**src/rtl/fetch_unit.sv**
```systemverilog
// ---------------------------------------------------------------------------
// fetch_unit
//   Instruction-fetch front end for the 64-bit RV core. Holds the program
//   counter, drives the combinational instruction-memory read port, and
//   buffers each returned word (tagged with its PC) in a small circular
//   fetch queue. Decode drains the queue over a valid/ready handshake.
//   A redirect from execute flushes the queue and retargets the PC.
//
// Parameters
//   RESET_PC  PC value loaded on reset
//   DEPTH     fetch queue entries (power of 2, >= 2)
//
// Ports
//   clk             system clock, rising edge
//   reset           asynchronous active-high reset
//   fetch_en        1 = fetching permitted; 0 = PC holds, no pushes
//   imem_addr       byte address to instruction memory (current PC)
//   imem_instr      instruction word returned combinationally for imem_addr
//   out_valid       queue head valid
//   out_ready       decode accepts the head
//   out_pc          PC of head entry
//   out_instr       instruction of head entry
//   out_exc         head carries an instruction-address-misaligned fault
//   redirect_valid  execute requests a PC change
//   redirect_pc     redirect target
//
// Build option
//   FETCH_MISALIGN_TRAP_EN  when defined, a misaligned redirect target is kept
//                           as-is, halts fetch and queues one faulting NOP.
//                           When undefined, the target is word-aligned and
//                           out_exc is tied low.
// ---------------------------------------------------------------------------
module fetch_unit #(
    parameter logic [63:0] RESET_PC = 64'h0,
    parameter int unsigned DEPTH    = 2
) (
    input  logic        clk,
    input  logic        reset,
    input  logic        fetch_en,
    output logic [63:0] imem_addr,
    input  logic [31:0] imem_instr,
    output logic        out_valid,
    input  logic        out_ready,
    output logic [63:0] out_pc,
    output logic [31:0] out_instr,
    output logic        out_exc,
    input  logic        redirect_valid,
    input  logic [63:0] redirect_pc
);

    localparam int unsigned     PTR_W     = $clog2(DEPTH);
    localparam int unsigned     CNT_W     = PTR_W + 1;
    localparam logic [CNT_W-1:0] FULL_CNT = CNT_W'(DEPTH);
    localparam logic [31:0]     NOP_INSTR = 32'h0000_0013;

    logic [63:0]      r_pc;
    logic [63:0]      r_q_pc    [DEPTH];
    logic [31:0]      r_q_instr [DEPTH];
    logic [PTR_W-1:0] r_head;
    logic [PTR_W-1:0] r_tail;
    logic [CNT_W-1:0] r_count;
    logic             r_halted;
    logic             r_trap_pend;

    logic [63:0]      w_redir_target;
    logic             w_redir_misaligned;
    logic             w_pop;
    logic             w_room;
    logic             w_fetch_push;
    logic             w_trap_push;
    logic             w_push;
    logic [31:0]      w_push_instr;

`ifdef FETCH_MISALIGN_TRAP_EN
    logic [DEPTH-1:0] r_q_exc;

    assign w_redir_target     = redirect_pc;
    assign w_redir_misaligned = (redirect_pc[1:0] != 2'b00);
`else
    // Masking (rather than slicing) keeps every bit of redirect_pc in use.
    assign w_redir_target     = redirect_pc & ~64'h3;
    assign w_redir_misaligned = 1'b0;
`endif

    assign w_pop  = out_valid & out_ready;
    // A pop in the same cycle frees the slot being written, so a full queue
    // can still accept a push.
    assign w_room = (r_count < FULL_CNT) | w_pop;

    assign w_fetch_push = fetch_en & ~redirect_valid & ~r_halted & w_room;
    // The faulting NOP is pushed once, the cycle after a misaligned redirect,
    // even though normal fetching is halted.
    assign w_trap_push  = fetch_en & ~redirect_valid & r_trap_pend & w_room;
    assign w_push       = w_fetch_push | w_trap_push;
    assign w_push_instr = w_trap_push ? NOP_INSTR : imem_instr;

    assign imem_addr = r_pc;
    assign out_valid = (r_count != '0);
    assign out_pc    = r_q_pc[r_head];
    assign out_instr = r_q_instr[r_head];
`ifdef FETCH_MISALIGN_TRAP_EN
    assign out_exc   = r_q_exc[r_head];
`else
    assign out_exc   = 1'b0;
`endif

    // PC and halt state
    always_ff @(posedge clk or posedge reset) begin
        if (reset) begin
            r_pc        <= RESET_PC;
            r_halted    <= 1'b0;
            r_trap_pend <= 1'b0;
        end else if (redirect_valid) begin
            r_pc        <= w_redir_target;
            r_halted    <= w_redir_misaligned;
            r_trap_pend <= w_redir_misaligned;
        end else begin
            if (w_fetch_push) begin
                r_pc <= r_pc + 64'd4;
            end
            if (w_trap_push) begin
                r_trap_pend <= 1'b0;
            end
        end
    end

    // Queue pointers and occupancy
    always_ff @(posedge clk or posedge reset) begin
        if (reset) begin
            r_head  <= '0;
            r_tail  <= '0;
            r_count <= '0;
        end else if (redirect_valid) begin
            r_head  <= '0;
            r_tail  <= '0;
            r_count <= '0;
        end else begin
            if (w_pop) begin
                r_head <= r_head + PTR_W'(1);
            end
            if (w_push) begin
                r_tail <= r_tail + PTR_W'(1);
            end
            case ({w_push, w_pop})
                2'b10:   r_count <= r_count + CNT_W'(1);
                2'b01:   r_count <= r_count - CNT_W'(1);
                default: r_count <= r_count;
            endcase
        end
    end

    // Queue storage
    always_ff @(posedge clk or posedge reset) begin
        if (reset) begin
            for (int i = 0; i < int'(DEPTH); i++) begin
                r_q_pc[i]    <= '0;
                r_q_instr[i] <= '0;
`ifdef FETCH_MISALIGN_TRAP_EN
                r_q_exc[i]   <= 1'b0;
`endif
            end
        end else if (w_push) begin
            r_q_pc[r_tail]    <= r_pc;
            r_q_instr[r_tail] <= w_push_instr;
`ifdef FETCH_MISALIGN_TRAP_EN
            r_q_exc[r_tail]   <= w_trap_push;
`endif
        end
    end

endmodule

```
**config.mk**
```make
export PLATFORM = sky130hd
export DESIGN_NAME = fetch_unit
export DESIGN_NICKNAME = d
export VERILOG_FILES = /design/src/rtl/fetch_unit.sv
export SDC_FILE = /design/constraint.sdc
export NUM_CORES = 1
export LEC_CHECK = 0
export CAP_MARGIN = 20
export CORE_MARGIN = 3
export CORE_UTILIZATION = 51
export DETAILED_ROUTE_END_ITERATION = 7
export HOLD_SLACK_MARGIN = 0.05
export PLACE_DENSITY_LB_ADDON = 0.15
export SLEW_MARGIN = 10
export SYNTH_ARGS = -nofsm -noshare
export SYNTH_HDL_FRONTEND = slang
export SYNTH_SLANG_ARGS = --single-unit
```
**constraint.sdc**
```tcl
create_clock -name clk -period 10.3 [get_ports clk]
set_input_delay 2.575 -clock clk [delete_from_list [all_inputs] [get_ports clk]]
set_output_delay 2.575 -clock clk [all_outputs]
set_load 0.05 [all_outputs]
```
======== Word level (Yosys, flattened, before mapping) ========
Index checks and enable logic that the tools add are counted.
storage, ports and cells
  register bits ........................... 261
  input bits .............................. 101
  output and inout bits ................... 162
  word-level logic and storage cells ...... 60
operators by class
  $add $sub $neg .......................... 5
  magnitude comparators ................... 4
  equal/unequal tests ..................... 2
  multiplexer cells ....................... 23
  bitwise gates (word level) .............. 10
  reduce and logical (&&, ||, !) cells .... 7
operator list
  operator                                                     count
  two-way mux 64 bit                                           6
  two-way mux 32 bit                                           5
  bitwise mux 128 bit                                          1
  adder 64 x 3 -> 64 bit (second input constant)               1
  bitwise mux 64 bit                                           1
  demux 64 bit (select 1 bit)                                  1
  demux 32 bit (select 1 bit)                                  1
  nonzero test 2 bit                                           5
  two-way mux 1 bit                                            6
  bitwise AND 1 bit                                            5
  greater-or-equal comparator 2 bit (second input constant)    2
  inverter 1 -> 2 bit                                          2
  case mux 2 bit (2 select lines)                              1
  nonzero test 3 bit                                           1
  adder 1 bit (second input constant)                          2
  adder 2 x 1 -> 2 bit (second input constant)                 1
  == test 2 x 1 -> 1 bit (second input constant)               1
  == test 2 bit (second input constant)                        1
  less-than comparator 2 x 1 -> 1 bit (second input constant)  1
  less-than comparator 2 bit (second input constant)           1
  two-way mux 2 bit                                            1
  bitwise OR 1 bit                                             2
  subtractor 2 x 1 -> 2 bit (second input constant)            1
  logical AND 1 bit                                            1
  inverter 1 bit                                               1

======== Logic depth before layout (Yosys ltp) ========
  word-level depth ........................ 8
  mapped depth ............................ 8
  mapped depth without buffers ............ 6

======== Worst setup path after synthesis ========
No wires, ideal clock.
  path type ............................... input port to flip-flop
  from .................................... in fetch_en
  to ...................................... reg r_q_pc[72] in the netlist's numbering
  setup time .............................. 0.125 ns
  data arrival time ....................... 4.140 ns
  data required time ...................... 10.175 ns
  path slack .............................. 6.035 ns
  stages .................................. 6
  cell sequence ........................... clkbuf_1 nand2_1 nor3_1 clkbuf_1 buf_2 mux2_2
on the way
  cells in the longest elaborated chain, start to end .. 4
RTL lines
  item                             line    text
  start, declared                  39      input logic fetch_en,
  bitwise AND 1 bit *              90, 93
  bitwise AND 1 bit (2 in series)  93      assign w_trap_push = fetch_en & ~redirect_valid & r_trap_pend & w_room;
  bitwise OR 1 bit *               94      assign w_push = w_fetch_push | w_trap_push;
  end signal, assigned by index    163     r_q_pc[r_tail] <= r_pc;
  end, declared                    57      logic [63:0] r_q_pc [DEPTH];
Mark *: on every way between the ends. The rest lies on a longest branch, timed or not.
A chain may end at the register's enable or synchronous reset.

======== Final worst setup path ========
  from .................................... reg r_head
  to ...................................... out out_pc[62]
on the way
  cells in the longest elaborated chain, start to end .. 4
RTL lines
  item                                                    line  text
  start, declared                                         59    logic [PTR_W-1:0] r_head;
  start signal, assigned                                  139   r_head <= r_head + PTR_W'(1);
  inverter 1 -> 2 bit (implied by the code)               99    assign out_pc = r_q_pc[r_head];
  two-way mux 64 bit (implied by the code) (3 in series)  99
  end, declared                                           44    output logic [63:0] out_pc,
No other way between the ends. The select of a mux whose other input is x is not followed.

==> flow_summary.toml <==
[routing]
drtIter0Drc = 407
route.detailed.drc = 0
antenna_left = 0
drt_pre_antenna_iters = 5
vias_per_cell = 5.542
avgRoutedWirePerCell_um = 19.03
num_vias = 8590
wl_um = 29490

[clocking]
holdBufCountCts = 0
cts_buffers = 28
post_cts_buffers = 0
cts_tree = "built"
clockBufferDepth = 3
clkLatencyLatePin_ns = 0.54
cts.sinks = 254
ctsResizeCount = 0
path_clk_slew_ns = 0.06
cts_root_buffer = "clkbuf_16"
htreeDepth = 1

[logic_synthesis]
synthFlopType = "dfrtp_1"
syn_inst = 979
synth_edf_count = 0
ys_warn_count = 0
ys_top_cells_by_area = "dfrtp_1, mux2_2, nand2_1"
synthesis.area_mm2 = 0.01203
async_flop_share_pct = 100.0
avgSynthCellArea_um2 = 12.29
ys_ff_latch = 254
synth_top_cell_by_area = "dfrtp_1"
yosysSeqAreaShare_pct = 52.83
synth.distinct_cells = 46
synth.top_cell.area_share_pct = 52.83

[sta]
fin_worst_skew_ns = 0.02631
hold_viol = 0
tightestPinTransition_ns = 1.110
drv_slew = 0
rsz0062_at_grt = "no"
max_slew_margin_pct = 26.03
min_period_over_period_pct = 56.82
clock.fmax_mhz = 170.9
hold_slack_ns = 0.4741
final-setup-viol-count = 0
tns_ns = 0
period_needed_ns = 5.853

[setup_path]
critical_path_required_ns = 7.73
crit_slowest_cell = "buf_4"
critPathMaxStageDelay_ns = 0.88
worstSetupPathType = "flop to output pin"
path_cells = "buf_4, mux2_2, clkdlybuf4s50_1"
cp.arrival_ns = 3.28
crit_path_max_fanout = 77
cp-start-kind = "flop"
end_kind = "output pin"

[power]
power.density_mw_per_mm2 = 231.4
peakVddDrop_v = 0.0001562
leakagePower_nw = 6.337

[min_path]
hold_class = "flop to flop"

[die]
dieArea_mm2 = 0.02547
rows = 55
die_width_um = 159.6
pin_count = 263
dieHeight_um = 159.6
core-area_mm2 = 0.02292
start_util_pct = 52.50

[placement]
dp_cells = 1498
gp_congestion = 0.8033
port-buffer-count = 255
dp_hpwl_um = 19670

[global_route]
grt_pass1_vias = 8795
antenna_found_initial = 1
gr-total-overflow = 0
grt_max_degree = 140
grt_first_pass_wirelength_um = 47930
track_usage_pct = 22.82

[status]
status = "finished clean"

[layout]
final_cells = 1550
layout-drive-gt1-share_pct = 28.07
area_growth_pct = 30.84
fin_nets = 1317

[flow_run]
max_cap_viol_count = 0
-- path summary, 6_finish.rpt --
check | from | end | slack (ns) | cells past startpoint
setup / recovery | r_head | out_pc[62] | 4.45 | 3
hold / removal | r_q_pc[47] | r_q_pc[47] | 0.47 | 2
setup reg to reg | r_count[1] | imem_addr[49] | 7.16 | 5
hold reg to reg | r_q_pc[47] | r_q_pc[47] | 0.47 | 2
max in group asynchronous | reset | r_head | 6.17 | 3
min in group asynchronous | reset | r_q_instr[11] | 2.66 | 2
-- sequential cells by signal (all words and copies together) (netlist names) --
signal and cells:
imem_addr 62, r_count 2, r_head 1, r_q_instr 64, r_q_pc 124, r_tail 1
-- worst max-delay path, delay by kind of cell, from the launching register on --
| family | cells | cell delay (ns) |
|---|---|---|
| flops | 1 | 0.63 |
| buf+inv | 2 | 1.72 |
| mux | 1 | 0.32 |
-- per-layer routing --
metal,track usage (%),routed length (um)
met4,4.775,453
met1,31.33,13080
met2,37.33,14030
met5,0,0
met3,5.437,1927
-- layout make-up --
cell class,instances,area [um2]
Clock inverter,11,113.9
Multi-Input combinational cell,657,5394
Timing Repair Buffer,267,2640
Inverter,7,33.78
Antenna cell,1,2.502
Tap cell,313,391.6
Fill cell,1721,7173
Sequential cell,254,6360
Clock buffer,40,807.0
-- cells in the mapped netlist (2+ instances only) --
master / number
xor2_1: 20
nor2b_1: 4
nor4_1: 4
or3_1: 9
o211ai_1: 6
buf_4: 5
nor4_2: 3
o21ai_0: 37
nand3b_1: 2
mux2i_1: 2
dfrtp_1: 254
a21oi_1: 2
nor2_1: 30
xnor2_1: 18
mux2_2: 278
nand4_1: 26
and2_1: 5
and4_1: 11
buf_1: 7
o31ai_1: 10
buf_2: 9
o21ai_1: 14
nand2_1: 70
a22oi_1: 3
and3_1: 10
clkbuf_1: 43
a31oi_1: 16
nand3_1: 30
nor3_1: 10
or4_1: 16
inv_1: 7
nand2b_1: 4
-- layout by cell type (no fill, tap or decap), types with 4 or more instances in the layout --
cell type / count
mux2_2: 278
clkdlybuf4s50_1: 254
dfrtp_1: 253
nand2_1: 70
o21ai_0: 37
nor2_1: 30
nand3_1: 30
clkbuf_16: 29
nand4_1: 26
xor2_1: 20
xnor2_1: 18
or4_1: 16
a31oi_1: 16
o21ai_1: 14
buf_4: 13
and4_1: 11
and3_1: 10
o31ai_1: 10
nor3_1: 9
or3_1: 9
clkbuf_1: 7
clkinv_2: 7
inv_1: 6
o211ai_1: 6
and2_1: 5
conb_1: 5
nand2b_1: 4
nor2b_1: 4
nor4_1: 4
clkbuf_8: 4
-- metrics by stage --
step                      power, W  area (um2)  worst slack [ns]  utilization, %
after CTS                 0.003680       15740             4.343           68.69
after global placement    0.002645       14820             4.595           64.67
final                     0.003643       15740             4.447           68.70
after global routing      0.003811       15740             4.310           68.70
after detailed placement  0.002675       14820             4.572           64.67
after floorplan           0.002282       12050            0.7400               -
-- report_power, final --
group	internal [W]	switching (W)
combinational	0.000533	0.000725
sequential	0.00124	0.000153
clock	0.000594	0.000395
total	0.00237	0.00127
-- logic make-up after synthesis --
kind of cell / synth area share (%)
buf+inv: 2.506
simple gates: 11.14
flops: 52.83
fa+ha+maj: 0.1040
mux: 26.19
xor+xnor: 2.766
compound gates: 4.441
other cells: 0.03117
(Power assumes the default switching activity.)
